## src/rtl/fetch_buffer.sv

```systemverilog
// -----------------------------------------------------------------------------
// fetch_buffer
//
// Small first-word-fall-through instruction queue sitting between the
// instruction memory read port and the decode stage. It absorbs the one-cycle
// imem read latency so that a decode stall never loses a word already in
// flight. A taken branch from execute discards everything queued.
//
// Ports:
//   clk         clock, all state updates on the rising edge
//   rst         asynchronous active-low reset
//   v_i         inst_i/origaddr_i carry a valid imem read result
//   inst_i      instruction word from imem
//   origaddr_i  address of inst_i
//   stall_o     to fetch: do not issue a new address this cycle
//   flush_i     branch taken in execute: discard everything
//   v_o         to decode: inst_o/origaddr_o are valid
//   inst_o      head instruction
//   origaddr_o  head address
//   stall_i     from decode: head not consumed this cycle
//   count_o     current occupancy, 0..DEPTH
//   overflow_o  sticky error: a valid input arrived while full and was dropped
// -----------------------------------------------------------------------------
module fetch_buffer #(
  parameter int W_WORD = 32,
  parameter int W_ADDR = 16,
  parameter int DEPTH  = 4,
  parameter int W_CNT  = 3
) (
  input  logic              clk,
  input  logic              rst,
  input  logic              v_i,
  input  logic [W_WORD-1:0] inst_i,
  input  logic [W_ADDR-1:0] origaddr_i,
  output logic              stall_o,
  input  logic              flush_i,
  output logic              v_o,
  output logic [W_WORD-1:0] inst_o,
  output logic [W_ADDR-1:0] origaddr_o,
  input  logic              stall_i,
  output logic [W_CNT-1:0]  count_o,
  output logic              overflow_o
);

  localparam int W_PTR = $clog2(DEPTH);

  localparam logic [W_CNT-1:0] CNT_FULL = W_CNT'(DEPTH);
  localparam logic [W_CNT-1:0] CNT_HIGH = W_CNT'(DEPTH - 1);
  localparam logic [W_CNT-1:0] CNT_ONE  = W_CNT'(1);
  localparam logic [W_PTR-1:0] PTR_ONE  = W_PTR'(1);

  logic [W_WORD-1:0] inst_mem [DEPTH];
  logic [W_ADDR-1:0] addr_mem [DEPTH];

  logic [W_PTR-1:0] head;
  logic [W_PTR-1:0] tail;
  logic [W_CNT-1:0] count;
  logic             overflow;

  logic             pop;
  logic             push;
  logic             drop;
  logic [W_CNT-1:0] count_next;

  // Outputs come straight from registers, except that a flush masks v_o in
  // the same cycle so decode never consumes a word from the wrong path.
  // stall_o asserts one entry early: the address issued last cycle still has
  // its read result in flight and needs a guaranteed slot.
  always_comb begin
    v_o        = (count != '0) && !flush_i;
    inst_o     = inst_mem[head];
    origaddr_o = addr_mem[head];
    stall_o    = (count >= CNT_HIGH);
    count_o    = count;
    overflow_o = overflow;
  end

  // A push is allowed when full only if the head leaves in the same cycle.
  // A valid word that cannot be accepted is dropped and flagged; flush
  // swallows any incoming word without flagging it.
  always_comb begin
    pop  = v_o && !stall_i;
    push = v_i && !flush_i && ((count != CNT_FULL) || pop);
    drop = v_i && !flush_i && (count == CNT_FULL) && !pop;

    count_next = count;
    case ({push, pop})
      2'b10:   count_next = count + CNT_ONE;
      2'b01:   count_next = count - CNT_ONE;
      default: count_next = count;
    endcase
  end

  // Pointers are log2(DEPTH) bits wide, so they wrap from DEPTH-1 to 0 on
  // their own. A flush rewinds both pointers rather than only emptying the
  // count, which keeps the next write landing at entry 0.
  always_ff @(posedge clk or negedge rst) begin
    if (!rst) begin
      head  <= '0;
      tail  <= '0;
      count <= '0;
    end else if (flush_i) begin
      head  <= '0;
      tail  <= '0;
      count <= '0;
    end else begin
      if (push) begin
        tail <= tail + PTR_ONE;
      end
      if (pop) begin
        head <= head + PTR_ONE;
      end
      count <= count_next;
    end
  end

  // Sticky drop flag; only reset clears it.
  always_ff @(posedge clk or negedge rst) begin
    if (!rst) begin
      overflow <= 1'b0;
    end else if (drop) begin
      overflow <= 1'b1;
    end
  end

  // Storage is cleared by reset so inst_o/origaddr_o read as zero after
  // reset, but a flush leaves the stale words in place.
  always_ff @(posedge clk or negedge rst) begin
    if (!rst) begin
      for (int i = 0; i < DEPTH; i++) begin
        inst_mem[i] <= '0;
        addr_mem[i] <= '0;
      end
    end else if (push) begin
      inst_mem[tail] <= inst_i;
      addr_mem[tail] <= origaddr_i;
    end
  end

endmodule

```

## config.mk

```make
export PLATFORM = sky130hd
export DESIGN_NAME = fetch_buffer
export DESIGN_NICKNAME = d
export VERILOG_FILES = /design/src/rtl/fetch_buffer.sv
export SDC_FILE = /design/constraint.sdc
export NUM_CORES = 1
export LEC_CHECK = 0
export ABC_AREA = 1
export CAP_MARGIN = 20
export CELL_PAD_IN_SITES_DETAIL_PLACEMENT = 1
export CELL_PAD_IN_SITES_GLOBAL_PLACEMENT = 1
export CORE_MARGIN = 2
export CORE_UTILIZATION = 42
export CTS_BUF_LIST = sky130_fd_sc_hd__clkbuf_16
export DETAILED_ROUTE_END_ITERATION = 16
export PLACE_DENSITY = 0.77
export SYNTH_ARGS = -nofsm -noshare
export SYNTH_HDL_FRONTEND = slang
export SYNTH_SLANG_ARGS = --single-unit
```

## constraint.sdc

```tcl
create_clock -name clk -period 2.5 [get_ports clk]
set_input_delay 0.5 -clock clk [delete_from_list [all_inputs] [get_ports clk]]
set_output_delay 0.5 -clock clk [all_outputs]
set_load 0.05 [all_outputs]
```

==> results of run 1 <==
cells by family (layout without fill, tap and decap cells):
family	count (synthesis)	after routing	synth area share (%)
AOI/OAI and AO/OA	343	343	20.33
and+or+nand+nor	322	322	14.52
DFF	200	200	57.05
buffers and inverters	129	225	7.203
adders and majority gates	5	5	0.7988
xor gates and xnor gates	1	1	0.09986
power by group:
| group | internal (mW) | total [mW] | switching (mW) |
|---|---|---|---|
| Combinational | 3.22 | 7.59 | 4.37 |
| Sequential | 4.59 | 5.35 | 0.768 |
| Clock | 1.42 | 2.76 | 1.35 |
| Total | 9.23 | 15.7 | 6.48 |
critical path, cell delays in order, from the launching register on:
cell and delay, ps:
dfrtp_4 510, inv_2 110, buf_12 270, o21ai_0 130
o22ai_1 270, buf_12 180
layer usage:
metal / global-route usage, % / up-vias
met1: 30.91 / 3703
met4: 6.905 / 0
met3: 4.141 / 41
met2: 40.19 / 166
met5: 0 / -
li1: - / 3488
worst paths after layout:
path / depth (start not counted) / end / slack [ps]
max reg2reg: 9 / inst_mem[62]$_DFFE_PN0P_ / 580
min in group clk: 2 / addr_mem[29]$_DFFE_PN0P_ / 480
max: 5 / inst_o[1] / 50
max in group asynchronous: 2 / head[0]$_DFFE_PN0P_ / 1690
min: 1 / inst_mem[7]$_DFFE_PN0P_ / 60
min reg2reg: 2 / addr_mem[29]$_DFFE_PN0P_ / 480
what timing repair did:
action	in CTS	in global routing
gates resized for setup	8	19
endpoints found under the hold margin	0	0
setup endpoints to repair	6	20
placed cells by master, fill, tap and decap left out, types with 2 or more instances in the layout:
cell type | synthesis | layout
inv_2 | 1 | 2
clkdlybuf4s50_1 | 0 | 55
clkinv_4 | 0 | 3
inv_1 | 56 | 57
nand3_4 | 0 | 4
clkbuf_16 | 0 | 17
buf_4 | 1 | 16
o21ai_1 | 99 | 99
dfrtp_1 | 200 | 198
nand2_1 | 203 | 203
o21ai_0 | 192 | 192
nor2_1 | 100 | 100
o22ai_2 | 0 | 25
buf_12 | 0 | 61
clkinv_8 | 0 | 2
nand3_1 | 8 | 8
clkinvlp_4 | 0 | 2
ha_1 | 4 | 4
inv_8 | 0 | 2
nand3_2 | 6 | 2
o22ai_1 | 48 | 23
nand4_1 | 3 | 3
inv_6 | 0 | 4
area by class of cell:
cell class | count | area (sq um) | share of cell area, %
multi-input cells | 671 | 3322 | 29.12
repair buffers | 135 | 1929 | 16.91
clock inverters | 15 | 165.2 | 1.448
flip-flops and latches | 200 | 5010 | 43.92
inverters | 58 | 217.7 | 1.909
well taps | 270 | 337.8 | 2.961
clock buffers | 17 | 425.4 | 3.729
state kept, by name, summed over array words and instances, names as in the netlist:
signal      flops
addr_mem       64
count_o         3
head            2
inst_mem      128
overflow_o      1
tail            2
synthesized netlist by cell type (all sizes together):
| library cell | number | share of area, % |
|---|---|---|
| o31ai | 1 | 0.086 |
| nand2 | 204 | 8.8 |
| a31oi | 1 | 0.071 |
| buf | 21 | 2.6 |
| nand4 | 3 | 0.21 |
| clkbuf | 50 | 2.1 |
| o22ai | 48 | 3.4 |
| ha | 4 | 0.57 |
| clkinv | 1 | 0.043 |
| nand3 | 14 | 1.1 |
| o21bai | 1 | 0.086 |
| inv | 57 | 2.4 |
| o21ai | 291 | 17 |
| dfrtp | 200 | 57 |
| nor2 | 101 | 4.4 |
| fa | 1 | 0.23 |
| a21oi | 1 | 0.057 |
| xnor2 | 1 | 0.10 |
stage by stage:
step	instances	instance area [sq um]	hold slack (ps)	setup WS, ps
2_1_floorplan	1000	8772	204.4	39.87
3_3_place_gp	1334	10650	461.3	310.3
3_5_place_dp	1334	10650	467.8	252.3
4_1_cts	1366	11290	87.85	0.6797
5_1_grt	1366	11410	103.3	-12.76
6_report	1366	11410	60.09	53.19
==> run metrics, run 1 <==
startpoint types flop; layout cells sized above 1 a little over an eighth; Cell variety after synth 25; CP Class flop to output pin; Slew headroom between 50 and 60%; fillcell total roughly 2300; number of I/O pins about 110; CTS buffer count 17; Yosys Warn Count 0; HPWL Detailed 15340 um; GP Congestion 0.7667; number of port buffers approximately 110; GRT Residual Overflow 0; setup bufs post-CTS 0; Die Span Y 148.5 um; vias in the first global route around 8000; Yosys reg bits 200; number of diodes 0; fmax 408.7 MHz; H-tree lvl count 4; Max VDD drop ~0.85 mV; die area ~22000 sq um; Tightest Pin Transition roughly 610 ps; Worst EP arrival a little under 2000 ps; worst path required time 2000 ps; via count between 7000 and 8000; Fin. Hold Viols 0; WL met3 approximately 880 um; met2 routed WL roughly 12000 um; outcome complete, no violations; CTS sink cnt 200; number of nets with antenna violations after detailed routing 0; final worst-path cycle share a little over nine tenths; Worst Hold Class input port to asynchronous set/reset pin; Area Growth Syn to Fin 30.04%; Post-CTS Hold Fix Bufs 0; unrepaired setup endpoints after global routing true; Final Util a little under three fifths; Mean Syn Cell Area 8.772 sq um; initial antenna violation count 0; PD cells 1377 nW/um^2; Max Used Layer met4; final setup fails 0; Worst Skew slightly above 7 ps; Slew Limit Fails 0; Die X 148.5 um; Initial Util 43.08%; Pre-antenna DRT Iters 5; post-synth net total between 1000 and 1500; Leakage around 5.3 nW; Nets around 1100; Setup crit end kind output pin; synthesized instance count 1000; routed len/inst ~18 um; detailed router's first-iteration violation count 360; core region area between 20000 and 25000 sq um; Power, Total 15.71 mW; # rows 52; CP startpoint head[0]$_DFFE_PN0P_; first-pass GRT wire length roughly 41000 um; M1 WL ~11000 um; Max Cap Violations 0; GR Util All Layers 23.53%; CTS root buffer clkbuf_16; Clk Latency, worst-skew pair 440 ps; crit path max fanout 60; min cycle time layout 2447 ps; post-synthesis sequential area ratio ~57%; mapped cell area 8772 sq um; DRC Markers 0; pin count of the biggest net entering global routing 77; reg-to-reg startpoint count_o[0]$_DFFE_PN0P_; Max clock buf depth 2; vias per cell 5.416; Reg clk slew, reported paths 70 ps; CTS tree yes; final wirelength 24450 um; Final TNS setup 0 ps
Power figures use the tool's default switching activity.
==> inputs of run 2 (changes only) <==
ABC_AREA = not set   (was 1)
ABC_CLOCK_PERIOD_IN_PS = 2500   (was not set)
CORE_UTILIZATION = 48   (was 42)
PLACE_DENSITY = 0.78   (was 0.77)
==> run metrics, run 2 <==
startpoint types flop; first-pass GRT wire length 33660 um (-18%); mux share of post-synthesis cell area 38.27% (+38 points); Setup crit end kind output pin; number of diodes 0 (unchanged); post-synthesis simple-gate area fraction 2.027% (-12 points); XOR/XNOR share of the synthesized area 0.1892% (+0.089 points); HPWL Detailed 14030 um (-8.6%); Seq. cell area 5012 sq um (about the same); Synth Area in Adders 0.7568% (-0.042 points); routed len/inst 22.33 um (+25%); number of nets with antenna violations after detailed routing 0 (unchanged); reg2reg path depth 6 (-3); Levels on crit path 4 (-1); post-synthesis sequential area ratio 54.05% (-3.0 points); synthesized instance count 535 (-47%); final setup fails 0 (unchanged); Clk Latency, worst-skew pair 430 ps (about the same); Yosys reg bits 200 (unchanged); CTS sink cnt 200 (unchanged); Max VDD drop 0.5689 mV (-33%); worst hold slack 52.28 ps (-7.810 ps); CP Class flop to output pin; vias per cell 5.533 (+2.2%); layout cells sized above 1 54.68% (+41 points); detailed router's first-iteration violation count 200 (-44%); Worst path most repeated cell buf_4; most common cell after layout, fill and taps aside dfrtp_1; Final Util 60.34% (+4.3 points); complex-gate fraction of the synthesized area 1.595% (-19 points); Fin. Hold Viols 0 (unchanged); reg-to-reg startpoint count_o[1]$_DFFE_PN0P_; predominant post-synthesis flop cell dfrtp_1; outcome complete, no violations; top cells by area, synth dfrtp_1 54%, mux2_2 14%, mux2_4 13%; largest family of logic cells by synthesized area multiplexers; Design Area, Final 11360 sq um (-0.40%); CP startpoint head[0]$_DFFE_PN0P_; fmax 409.9 MHz (+0.29%); Max Cap Violations 0 (unchanged); fillcell total 1674 (-26%); register bank with the most flops inst_mem; Die Span Y 142.9 um (-3.8%); CTS buffer count 17 (unchanged); Area Growth Syn to Fin 22.72%; Worst Hold Class input port to asynchronous set/reset pin; Nets 718 (-37%); Power, Total 11.12 mW (-29%); Cell variety after synth 40 (+60%); via count 5162 (-30%); number of port buffers 106 (unchanged); GP Congestion 0.7524 (-1.9%); # rows 50 (-3.8%); mapped cell area 9259 sq um (+5.5%); min cycle time layout 2440 ps (-6.966 ps); worst path bufs/invs 3 (unchanged); Reg clk slew, reported paths 70 ps (about the same); max reg flops 128 (unchanged); CTS root buffer clkbuf_16; Worst Skew 9.812 ps (+2.686 ps); H-tree lvl count 4 (unchanged); core region area 18830 sq um (-7.5%); Initial Util 49.17% (+6.1 points); number of synthesized flops with an enable pin 0 (unchanged); Worst EP arrival 1940 ps (about the same); most frequent cells in the layout 198 x dfrtp_1, 112 x mux2_2, 80 x mux2_4; DRC Markers 0 (unchanged); Area after DPL 10710 sq um (+0.53%); Synth top area share 54.05% (-3.0 points); worst path required time 2000 ps (about the same); synth cell count leaders 200 x dfrtp_1, 112 x mux2_2, 80 x mux2_4, 48 x mux4_2, 14 x buf_2; crit-path cells buf_12 > buf_4 > mux4_2 > buf_4; Leakage 5.252 nW (-1.7%); multi-input logic area 3966 sq um (+19%); final wirelength 20840 um (-15%); Mean Syn Cell Area 17.31 sq um (+97%); unrepaired setup endpoints after global routing false; final worst-path cycle share 97.59% (-0.28 points); Tightest Pin Transition 609.7 ps (+4.492 ps); CP max stage delay 540 ps (+30 ps); Yosys Warn Count 0 (unchanged); Slew headroom 59.35% (-0.30 points); Pre-antenna DRT Iters 4 (-1); crit path capture inst_o[2]; Slew Limit Fails 0 (unchanged); initial antenna violation count 0 (unchanged); post-synth net total 593 (-44%); post-synth top area cell dfrtp_1; die area 20420 sq um (-7.4%); GR Util All Layers 21.86% (-1.7 points); Die X 142.9 um (-3.8%); crit path max fanout 7 (-88%); reg2reg setup slack 300 ps (-280 ps); vias in the first global route 6054 (-24%); number of I/O pins 107 (unchanged); Async SR Flop Fraction 100.0% (unchanged); CTS tree yes; Worst path slowest cell mux4_2; most common cell in the netlist dfrtp_1; R2R Path End count_o[2]$_DFFE_PN0P_; PD cells 978.6 nW/um^2 (-29%); pin count of the biggest net entering global routing 73 (-5.2%); Final TNS setup 0 ps (unchanged); Max clock buf depth 2 (unchanged); crit-path leading delay family multiplexers; GRT Residual Overflow 0 (unchanged)
[run 2: worst min-delay path by stage]
stage	start	endpoint	slack, ps	cells after the start
after floorplan	rst	addr_mem[0]$_DFFE_PN0P_	200	0
after global placement	overflow_o$_DFFE_PN0P_	overflow_o$_DFFE_PN0P_	460	1
after detailed placement	overflow_o$_DFFE_PN0P_	overflow_o$_DFFE_PN0P_	460	1
after CTS	rst	inst_mem[121]$_DFFE_PN0P_	90	1
after global routing	rst	inst_mem[124]$_DFFE_PN0P_	80	1
final	rst	inst_mem[124]$_DFFE_PN0P_	50	1
[run 2: per-stage QoR]
step                worst slack (ps)  instances
CTS                            35.04        933
global route                   1.192        933
floorplan                      73.12        535
global placement               187.0        896
detailed placement             55.49        896
finish                         60.16        933
[run 2: layout make-up]
class | instances | area share, %
inverters | 5 | 0.1652
clock buffers | 17 | 3.744
repair buffers | 144 | 12.83
flip-flops and latches | 200 | 44.11
well taps | 260 | 2.863
clock inverters | 15 | 1.377
multi-input cells | 292 | 34.91
[run 2: power by group]
| part | internal [mW] | switching [mW] |
|---|---|---|
| Clock | 1.42 | 1.31 |
| Combinational | 1.89 | 1.86 |
| Sequential | 4.12 | 0.512 |
| Total | 7.43 | 3.69 |
[run 2: kinds of logic after synthesis]
kind of cell    after synthesis
mux                         240
flops                       200
buf+inv                      43
simple gates                 24
compound gates               21
fa+ha+maj                     5
xor+xnor                      2
[run 2: what timing repair did]
action,in CTS,in global routing
hold endpoints to repair,0,0
hold buffers,0,0
gates resized for setup,2,2
cloned,0,0
buffers inserted,5,0
setup endpoints to repair,44,3
[run 2: metal layers]
layer | global-route usage (%) | share of wire [%] | vias up | routed length (um)
li1 | - | - | 2258 | -
met1 | 27.33 | 42 | 2805 | 8817
met2 | 38.41 | 53 | 79 | 11000
met3 | 5.366 | 3.5 | 20 | 731
met4 | 5.263 | 1.4 | 0 | 292
met5 | 0 | 0 | - | 0
[run 2: worst reg2reg max path, cell delays in order (launching register included)]
cell,delay [ps]
dfrtp_1,520
nor3_1,350
nor4_1,110
fa_1,450
nor4_1,370
a32oi_1,110
a31oi_1,200
==> inputs of run 3 (changes only) <==
CAP_MARGIN = not set   (was 20)
==> results of run 3 <==
Final layout, timing and power as in run 2 (identical DEF).
